## config.mk

```make
export PLATFORM = sky130hd
export DESIGN_NAME = stream_demux_n_flat
export DESIGN_NICKNAME = d
export VERILOG_FILES = /design/src/rtl/stream_demux_n_if.sv /design/src/rtl/stream_demux_n.sv /design/src/flat_wrapper.sv
export SDC_FILE = /design/constraint.sdc
export NUM_CORES = 1
export LEC_CHECK = 0
export ABC_AREA = 1
export CAP_MARGIN = 30
export CELL_PAD_IN_SITES_DETAIL_PLACEMENT = 2
export CELL_PAD_IN_SITES_GLOBAL_PLACEMENT = 2
export CORE_MARGIN = 3
export CORE_UTILIZATION = 28
export CTS_BUF_LIST = sky130_fd_sc_hd__clkbuf_2 sky130_fd_sc_hd__clkbuf_4 sky130_fd_sc_hd__clkbuf_8
export CTS_CLUSTER_DIAMETER = 80
export DETAILED_ROUTE_END_ITERATION = 8
export HOLD_SLACK_MARGIN = 0.02
export PLACE_DENSITY_LB_ADDON = 0.12
export SKIP_CTS_REPAIR_TIMING = 1
export SLEW_MARGIN = 10
export SYNTH_ARGS = -nofsm -noshare
export SYNTH_HDL_FRONTEND = slang
export SYNTH_SLANG_ARGS = --single-unit
```

## constraint.sdc

```tcl
create_clock -name clk -period 1.9 [get_ports clk]
set_input_delay 0.475 -clock clk [delete_from_list [all_inputs] [get_ports clk]]
set_output_delay 0.475 -clock clk [all_outputs]
set_load 0.005 [all_outputs]
```

## src/rtl/stream_demux_n_if.sv

```systemverilog
// Stream demux bus: one producer port and N registered consumer lanes.
// The master side drives words in and takes lanes out; the slave side is the demux.
interface stream_demux_n_if #(
    parameter int DATA_W = 8,
    parameter int N_OUT  = 8,
    parameter int SEL_W  = 3,
    parameter int CNT_W  = 8
);
    logic [DATA_W-1:0]       in_data;
    logic [SEL_W-1:0]        in_sel;
    logic                    in_bcast;
    logic                    in_valid;
    logic                    in_ready;
    logic [N_OUT*DATA_W-1:0] out_data;
    logic [N_OUT-1:0]        out_valid;
    logic [N_OUT-1:0]        out_ready;
    logic [CNT_W-1:0]        drop_cnt;

    modport master (
        output in_data,
        output in_sel,
        output in_bcast,
        output in_valid,
        input  in_ready,
        input  out_data,
        input  out_valid,
        output out_ready,
        input  drop_cnt
    );

    modport slave (
        input  in_data,
        input  in_sel,
        input  in_bcast,
        input  in_valid,
        output in_ready,
        output out_data,
        output out_valid,
        input  out_ready,
        output drop_cnt
    );
endinterface

```

## src/rtl/stream_demux_n.sv

```systemverilog
// 1:N stream demultiplexer with one registered slot per lane, broadcast
// mode and a saturating counter for words whose select is out of range.
module stream_demux_n #(
    parameter int DATA_W = 8,
    parameter int N_OUT  = 8,
    parameter int SEL_W  = 3,
    parameter int CNT_W  = 8
) (
    input logic             clk,
    input logic             rst_n,
    stream_demux_n_if.slave bus
);

    logic [DATA_W-1:0]       r_data [N_OUT];
    logic [N_OUT-1:0]        r_valid;
    logic [CNT_W-1:0]        r_drop;

    logic [N_OUT-1:0]        w_free;
    logic [N_OUT-1:0]        w_hit;
    logic [N_OUT-1:0]        w_load;
    logic                    w_sel_ok;
    logic                    w_in_ready;
    logic                    w_acc;
    logic                    w_drop;
    logic [N_OUT*DATA_W-1:0] w_out_data;

    // A slot draining this cycle can take a new word on the same edge.
    assign w_free = ~r_valid | bus.out_ready;

    always_comb begin
        w_hit = '0;
        for (int i = 0; i < N_OUT; i++) begin
            w_hit[i] = ({1'b0, bus.in_sel} == (SEL_W+1)'(i));
        end
    end

    assign w_sel_ok = |w_hit;

    always_comb begin
        w_in_ready = 1'b1;
        unique case (1'b1)
            bus.in_bcast:
                w_in_ready = &w_free;
            !bus.in_bcast && w_sel_ok:
                w_in_ready = |(w_hit & w_free);
            !bus.in_bcast && !w_sel_ok:
                w_in_ready = 1'b1;
            default:
                w_in_ready = 1'b1;
        endcase
    end

    assign w_acc  = bus.in_valid & w_in_ready;
    assign w_load = {N_OUT{w_acc}} & ({N_OUT{bus.in_bcast}} | w_hit);
    assign w_drop = w_acc & ~bus.in_bcast & ~w_sel_ok;

    always_ff @(posedge clk or negedge rst_n) begin
        if (!rst_n) begin
            r_valid <= '0;
            for (int i = 0; i < N_OUT; i++) begin
                r_data[i] <= '0;
            end
        end else begin
            for (int i = 0; i < N_OUT; i++) begin
                if (w_load[i]) begin
                    r_valid[i] <= 1'b1;
                    r_data[i]  <= bus.in_data;
                end else if (bus.out_ready[i]) begin
                    r_valid[i] <= 1'b0;
                end
            end
        end
    end

    // Saturate rather than wrap so a flood of bad selects stays visible.
    always_ff @(posedge clk or negedge rst_n) begin
        if (!rst_n) begin
            r_drop <= '0;
        end else if (w_drop && (r_drop != {CNT_W{1'b1}})) begin
            r_drop <= r_drop + 1'b1;
        end
    end

    always_comb begin
        w_out_data = '0;
        for (int i = 0; i < N_OUT; i++) begin
            w_out_data[i*DATA_W +: DATA_W] = r_data[i];
        end
    end

    assign bus.in_ready  = w_in_ready;
    assign bus.out_valid = r_valid;
    assign bus.out_data  = w_out_data;
    assign bus.drop_cnt  = r_drop;

endmodule
```

## src/flat_wrapper.sv

```systemverilog
// flat-port wrapper written by rule: the top's interface ports become plain ports
module stream_demux_n_flat 
#(
    parameter int DATA_W = 8,
    parameter int N_OUT  = 8,
    parameter int SEL_W  = 3,
    parameter int CNT_W  = 8
)
  (clk, rst_n, bus_in_data, bus_in_sel, bus_in_bcast, bus_in_valid, bus_in_ready, bus_out_data, bus_out_valid, bus_out_ready, bus_drop_cnt);
  stream_demux_n_if #(.DATA_W(DATA_W), .N_OUT(N_OUT), .SEL_W(SEL_W), .CNT_W(CNT_W)) bus_i ();
  input logic clk;
  input logic rst_n;
  input wire logic [$bits(bus_i.in_data)-1:0] bus_in_data;
  input wire logic [$bits(bus_i.in_sel)-1:0] bus_in_sel;
  input wire logic [$bits(bus_i.in_bcast)-1:0] bus_in_bcast;
  input wire logic [$bits(bus_i.in_valid)-1:0] bus_in_valid;
  output wire logic [$bits(bus_i.in_ready)-1:0] bus_in_ready;
  output wire logic [$bits(bus_i.out_data)-1:0] bus_out_data;
  output wire logic [$bits(bus_i.out_valid)-1:0] bus_out_valid;
  input wire logic [$bits(bus_i.out_ready)-1:0] bus_out_ready;
  output wire logic [$bits(bus_i.drop_cnt)-1:0] bus_drop_cnt;
  assign bus_i.in_data = bus_in_data;
  assign bus_i.in_sel = bus_in_sel;
  assign bus_i.in_bcast = bus_in_bcast;
  assign bus_i.in_valid = bus_in_valid;
  assign bus_in_ready = bus_i.in_ready;
  assign bus_out_data = bus_i.out_data;
  assign bus_out_valid = bus_i.out_valid;
  assign bus_i.out_ready = bus_out_ready;
  assign bus_drop_cnt = bus_i.drop_cnt;
  stream_demux_n #(.DATA_W(DATA_W), .N_OUT(N_OUT), .SEL_W(SEL_W), .CNT_W(CNT_W)) u_core (.clk(clk), .rst_n(rst_n), .bus(bus_i));
endmodule
```

==> results.json, run 1 <==
{
  "nets": 540,
  "nFillCells": 1275,
  "cp-end-kind": "primary output",
  "cts_tree": "done",
  "cts_root_buffer": "clkbuf_8",
  "ir_worst_vdd_uv": 552,
  "htreeDepth": 3,
  "synth_cells": 381,
  "crit_path_start_kind": "input port",
  "hp-start": "u_core.bus.drop_cnt[4]",
  "synth-edff-count": 0,
  "final_cells": 664,
  "status": "finished, violations left",
  "final_max_slew_viol_count": 0,
  "ys_seq_area_share_pct": 58.4,
  "clk_pin_slew_ns": 0.08,
  "io_buffers": 103,
  "clock_skew_ns": 0.00721,
  "r2r_start": "u_core.bus.out_valid[6]",
  "finalWirelength_microns": 12200,
  "drv_cap": 0,
  "setup_viol": 1,
  "grt_usage_pct": 18.6,
  "area_growth_pct": 53.4,
  "fmaxAchievable_ghz": 0.521,
  "crit_start": "bus_in_sel[2]",
  "die_h_microns": 117,
  "start_util_pct": 29.3,
  "p_per_area_nw_per_um2": 1090,
  "setup_ws_ns": -0.0194,
  "grt_max_degree": 48,
  "via_per_inst": 4.95,
  "critPathMaxFanout": 5,
  "final_antenna_net_count": 0,
  "max-slew-margin-rel_pct": 64.0,
  "synth_commonest_cells": "nand2_1, dfrtp_1, nand4_1",
  "cts_made_buffers": 9,
  "overflow": 0,
  "grt_pass1_wl_microns": 19300,
  "finalPower_uw": 5750,
  "cp.arrival_ns": 1.44,
  "period_needed_ns": 1.92,
  "failed_checks": "setup timing",
  "clock_path_buffers": 2,
  "ys_warn_count": 0,
  "clock-sinks": 80,
  "synth_largest_area_cell": "dfrtp_1",
  "antenna_found_initial": 0,
  "drive_above_1_share_pct": 20.9,
  "worstSetupPathType": "input port to primary output",
  "ios": 104,
  "post_drt_wl_per_cell_microns": 18.4,
  "syn_area_sq_um": 3430,
  "gp_congestion": 0.778,
  "fin_setup_tns_ns": -0.0194,
  "ys.flop_type": "dfrtp_1",
  "dp_hpwl_microns": 8770,
  "routed-via-count": 3287,
  "antennaDiodeCount": 0,
  "fin_hold_ws_ns": 0.379,
  "grt_pass1_vias": 3529,
  "design.core.area_sq_um": 11700,
  "avgSynthCellArea_sq_um": 9.00,
  "synthTopCellsByArea": "dfrtp_1, nand2_1, nand4_1",
  "ys_seq_elements": 80,
  "drtIter0Drc": 117,
  "synthDistinctLibCells": 17,
  "fp-row-count": 39,
  "syn_nets": 404,
  "critPathRequiredTime_ns": 1.42,
  "min_period_over_period_pct": 101,
  "synthArstFlopShare_pct": 100,
  "drcViolationCount": 0,
  "dieArea_sq_um": 13600,
  "yosysMostFrequentCell": "nand2_1",
  "synth_top_area_share_pct": 58.4,
  "leakagePower_uw": 0.00267,
  "die_x_microns": 117,
  "rsz0062_at_grt": "true",
  "hold_class": "flop to flop",
  "worstSkewPairLatency_ns": 0.36,
  "firstDrtPassIters": 4,
  "tightest_slew_ns": 0.538,
  "hold_viol_final": 0,
  "dpl.cell_count": 644
}
final timing paths:
check	to	slack, ns	cells after the start
setup reg to reg	u_core.bus.out_data[54]	0.16	9
min in group asynchronous	u_core.bus.out_data[53]	0.45	2
max in group asynchronous	u_core.bus.drop_cnt[1]	1.00	3
hold / removal	u_core.bus.drop_cnt[4]	0.38	0
hold reg to reg	u_core.bus.drop_cnt[4]	0.38	0
setup / recovery	bus_in_ready	-0.02	10
worst max-delay path, cell delays in order:
cell and delay [ns]:
dlymetal6s2s_1 0.19, inv_2 0.12, nor2_1 0.14, nand2_1 0.08
nand2_2 0.07, nor2_2 0.03, nand2_1 0.07, nand2_2 0.07
nand2_4 0.09, buf_6 0.10
sequential cells by signal (all words and copies together) (netlist names):
signal and cells:
u_core.bus.drop_cnt 8, u_core.bus.out_data 64, u_core.bus.out_valid 8
cell usage in the layout, fill, tap and decap left out, drive strengths merged:
| cell | synthesis | routed |
|---|---|---|
| clkbuf | 22 | 15 |
| nor2 | 8 | 8 |
| nand4 | 65 | 65 |
| clkdlybuf4s50 | 0 | 87 |
| clkinvlp | 0 | 1 |
| nand2 | 166 | 166 |
| buf | 10 | 57 |
| dlymetal6s2s | 0 | 10 |
| inv | 12 | 12 |
| dlygate4sd3 | 0 | 1 |
| o21ai | 2 | 2 |
| clkinv | 0 | 1 |
| dfrtp | 80 | 80 |
| nand3 | 16 | 16 |
power by group:
group / internal (uW) / switching, uW
sequential: 2170 / 301
clock: 609 / 627
combinational: 1170 / 873
total: 3950 / 1800
metal layers:
metal / vias to the layer above / global-route usage, % / routed length (microns)
li1: 1537 / - / -
met1: 1667 / 25.6 / 5840
met2: 70 / 30.0 / 5860
met3: 13 / 2.95 / 376
met4: 0 / 5.96 / 175
met5: - / 0 / 0
cells by family after synthesis:
kind of cell	synth area share, %
AO/OA/AOI/OAI	0.292
buffers and inverters	5.51
flip-flops	58.4
AND/OR/NAND/NOR	35.8
final cells by class:
| type | count | area (sq um) | area share (%) |
|---|---|---|---|
| multi-input combinational | 257 | 1330 | 25.3 |
| inverter | 12 | 45.0 | 0.856 |
| clock buffer | 13 | 179 | 3.40 |
| sequential | 80 | 2000 | 38.0 |
| timing repair buffer | 157 | 1510 | 28.7 |
| clock inverter | 2 | 12.5 | 0.238 |
| tap | 143 | 179 | 3.40 |
metrics by stage:
step / cell area [sq um] / worst slack, ns / utilization, %
2_1_floorplan: 3430 / 0.0877 / -
3_3_place_gp: 4910 / -0.778 / 41.9
3_5_place_dp: 4910 / -0.875 / 41.9
4_1_cts: 5100 / -0.788 / 43.5
5_1_grt: 5260 / -0.124 / 44.9
6_report: 5260 / -0.0194 / 44.9
No activity file was read; power rests on OpenSTA's default activity.
==> inputs of run 2 (changes only) <==
--- a/config.mk
+++ b/config.mk
@@ -9,7 +9,7 @@
 export CAP_MARGIN = 30
 export CELL_PAD_IN_SITES_DETAIL_PLACEMENT = 2
 export CELL_PAD_IN_SITES_GLOBAL_PLACEMENT = 2
-export CORE_MARGIN = 3
+export CORE_MARGIN = 5
 export CORE_UTILIZATION = 28
 export CTS_BUF_LIST = sky130_fd_sc_hd__clkbuf_2 sky130_fd_sc_hd__clkbuf_4 sky130_fd_sc_hd__clkbuf_8
 export CTS_CLUSTER_DIAMETER = 80
==> constraint.sdc (replaced) <==
create_clock -name clk -period 1.9 [get_ports clk]
set_input_delay 0.475 -clock clk [delete_from_list [all_inputs] [get_ports clk]]
set_output_delay 0.475 -clock clk [all_outputs]
set_load 0.01 [all_outputs]
==> results.json, run 2 (synthesis gave the netlist of run 1 again) <==
{
  "finalWirelength_microns": 12900,
  "seqCellArea_sq_um": 2000,
  "clock_path_buffers": 2,
  "final_antenna_net_count": 0,
  "nets": 552,
  "clock-sinks": 80,
  "setup_viol": 0,
  "fmaxAchievable_ghz": 0.534,
  "worstSetupPathType": "flop to primary output",
  "finalPower_uw": 5900,
  "firstDrtPassIters": 4,
  "antenna_found_initial": 0,
  "fp-row-count": 40,
  "hold_class": "input port to async pin",
  "drcViolationCount": 0,
  "worstSkewPairLatency_ns": 0.36,
  "clock_skew_ns": 0.00558,
  "grt_max_degree": 37,
  "crit_start": "u_core.bus.out_valid[5]",
  "final_cell_mix": "nand2_1, clkdlybuf4s50_1, dfrtp_1, nand4_1, buf_4",
  "dieArea_sq_um": 14600,
  "grt_pass1_vias": 3693,
  "antennaDiodeCount": 0,
  "r2r_start": "u_core.bus.out_valid[5]",
  "gp_congestion": 0.800,
  "fin_setup_tns_ns": 0,
  "largest_register_ff_count": 64,
  "post_drt_wl_per_cell_microns": 19.0,
  "grt_usage_pct": 18.0,
  "drv_cap": 0,
  "rsz0062_at_grt": "true",
  "leakagePower_uw": 0.00270,
  "dpl.cell_count": 658,
  "htreeDepth": 3,
  "area_growth_pct": 54.6,
  "crit_path_start_kind": "flop",
  "clk_pin_slew_ns": 0.08,
  "critPathRequiredTime_ns": 1.42,
  "cp.arrival_ns": 1.40,
  "hold_viol_final": 0,
  "dp_hpwl_microns": 9160,
  "start_util_pct": 28.6,
  "final_cells": 679,
  "tightest_slew_ns": 0.505,
  "cts_made_buffers": 9,
  "ir_worst_vdd_uv": 380,
  "cts_tree": "done",
  "drive_above_1_share_pct": 22.9,
  "drtIter0Drc": 125,
  "overflow": 0,
  "nFillCells": 1334,
  "die_h_microns": 121,
  "status": "complete, no violations",
  "design.core.area_sq_um": 12000,
  "p_per_area_nw_per_um2": 1110,
  "grt_pass1_wl_microns": 20100,
  "final_common_cell": "nand2_1",
  "max-slew-margin-rel_pct": 66.2,
  "die_x_microns": 121,
  "min_period_over_period_pct": 98.5,
  "ios": 104,
  "final_max_slew_viol_count": 0,
  "rrSetupSlack_ns": 0.10,
  "routed-via-count": 3324,
  "cts_root_buffer": "clkbuf_8",
  "cp-end-kind": "primary output",
  "via_per_inst": 4.90,
  "r2r_cells": 13,
  "period_needed_ns": 1.87,
  "multi_input_comb_area_sq_um": 1320,
  "io_buffers": 103,
  "critPathMaxFanout": 3
}
==> run 2: cell count changes in the layout (fill, tap and decap cells not counted), moves of 2 or more <==
| cell | before | now |
|---|---|---|
| clkbuf_4 | 0 | 3 |
| nand3_4 | 7 | 5 |
| buf_12 | 5 | 3 |
| nand2_1 | 155 | 153 |
| nor2_2 | 4 | 2 |
| nand2_2 | 9 | 12 |
| buf_4 | 49 | 62 |
| clkbuf_8 | 13 | 10 |
==> run 2: area by class of cell <==
cell class / count / share of cell area [%]
Clock inverter: 1 / 0.0944
Sequential cell: 80 / 37.8
Multi-Input combinational cell: 257 / 24.8
Timing Repair Buffer: 169 / 30.0
Clock buffer: 13 / 3.02
Inverter: 12 / 0.849
Tap cell: 147 / 3.47
==> run 2: critical path, cell delays in order (launching register included) <==
cell and delay (ns):
dfrtp_1 0.36, nand2_2 0.09, nand3_2 0.09, nand2_2 0.06, nor2_2 0.10, nand2_1 0.07
nand2_2 0.09, nand2_4 0.06, buf_6 0.12
==> run 2: worst paths after layout <==
path	endpoint
min in group clk	u_core.bus.drop_cnt[5]
min reg2reg	u_core.bus.drop_cnt[5]
max	bus_in_ready
max in group asynchronous	u_core.bus.out_valid[3]
min	u_core.bus.out_data[42]
max reg2reg	u_core.bus.out_data[36]
==> run 2: stage by stage <==
stage	hold WS (ns)	worst slack (ns)	cell area, sq um	utilization (%)
after floorplan	0.179	0.0782	3430	-
after global placement	0.364	-0.761	4970	41.4
after detailed placement	0.367	-0.819	4970	41.4
after CTS	0.00598	-0.831	5140	42.8
after global routing	0.0206	-0.0910	5300	44.1
final	0.0214	0.0291	5300	44.1
==> run 2: report_power, final <==
part	internal [uW]	switching [uW]	leakage, uW
clock network	539	593	0.0000896
logic	1230	1080	0.00160
registers	2170	299	0.00101
total	3930	1970	0.00270
==> run 2: routing by layer <==
metal	vias to the layer above	share of wire (%)	GRT usage, %
met2	72	50	30.1
met1	1677	45	22.9
li1	1558	-	-
met5	-	0	0
met4	0	1.7	6.94
met3	17	3.5	3.41
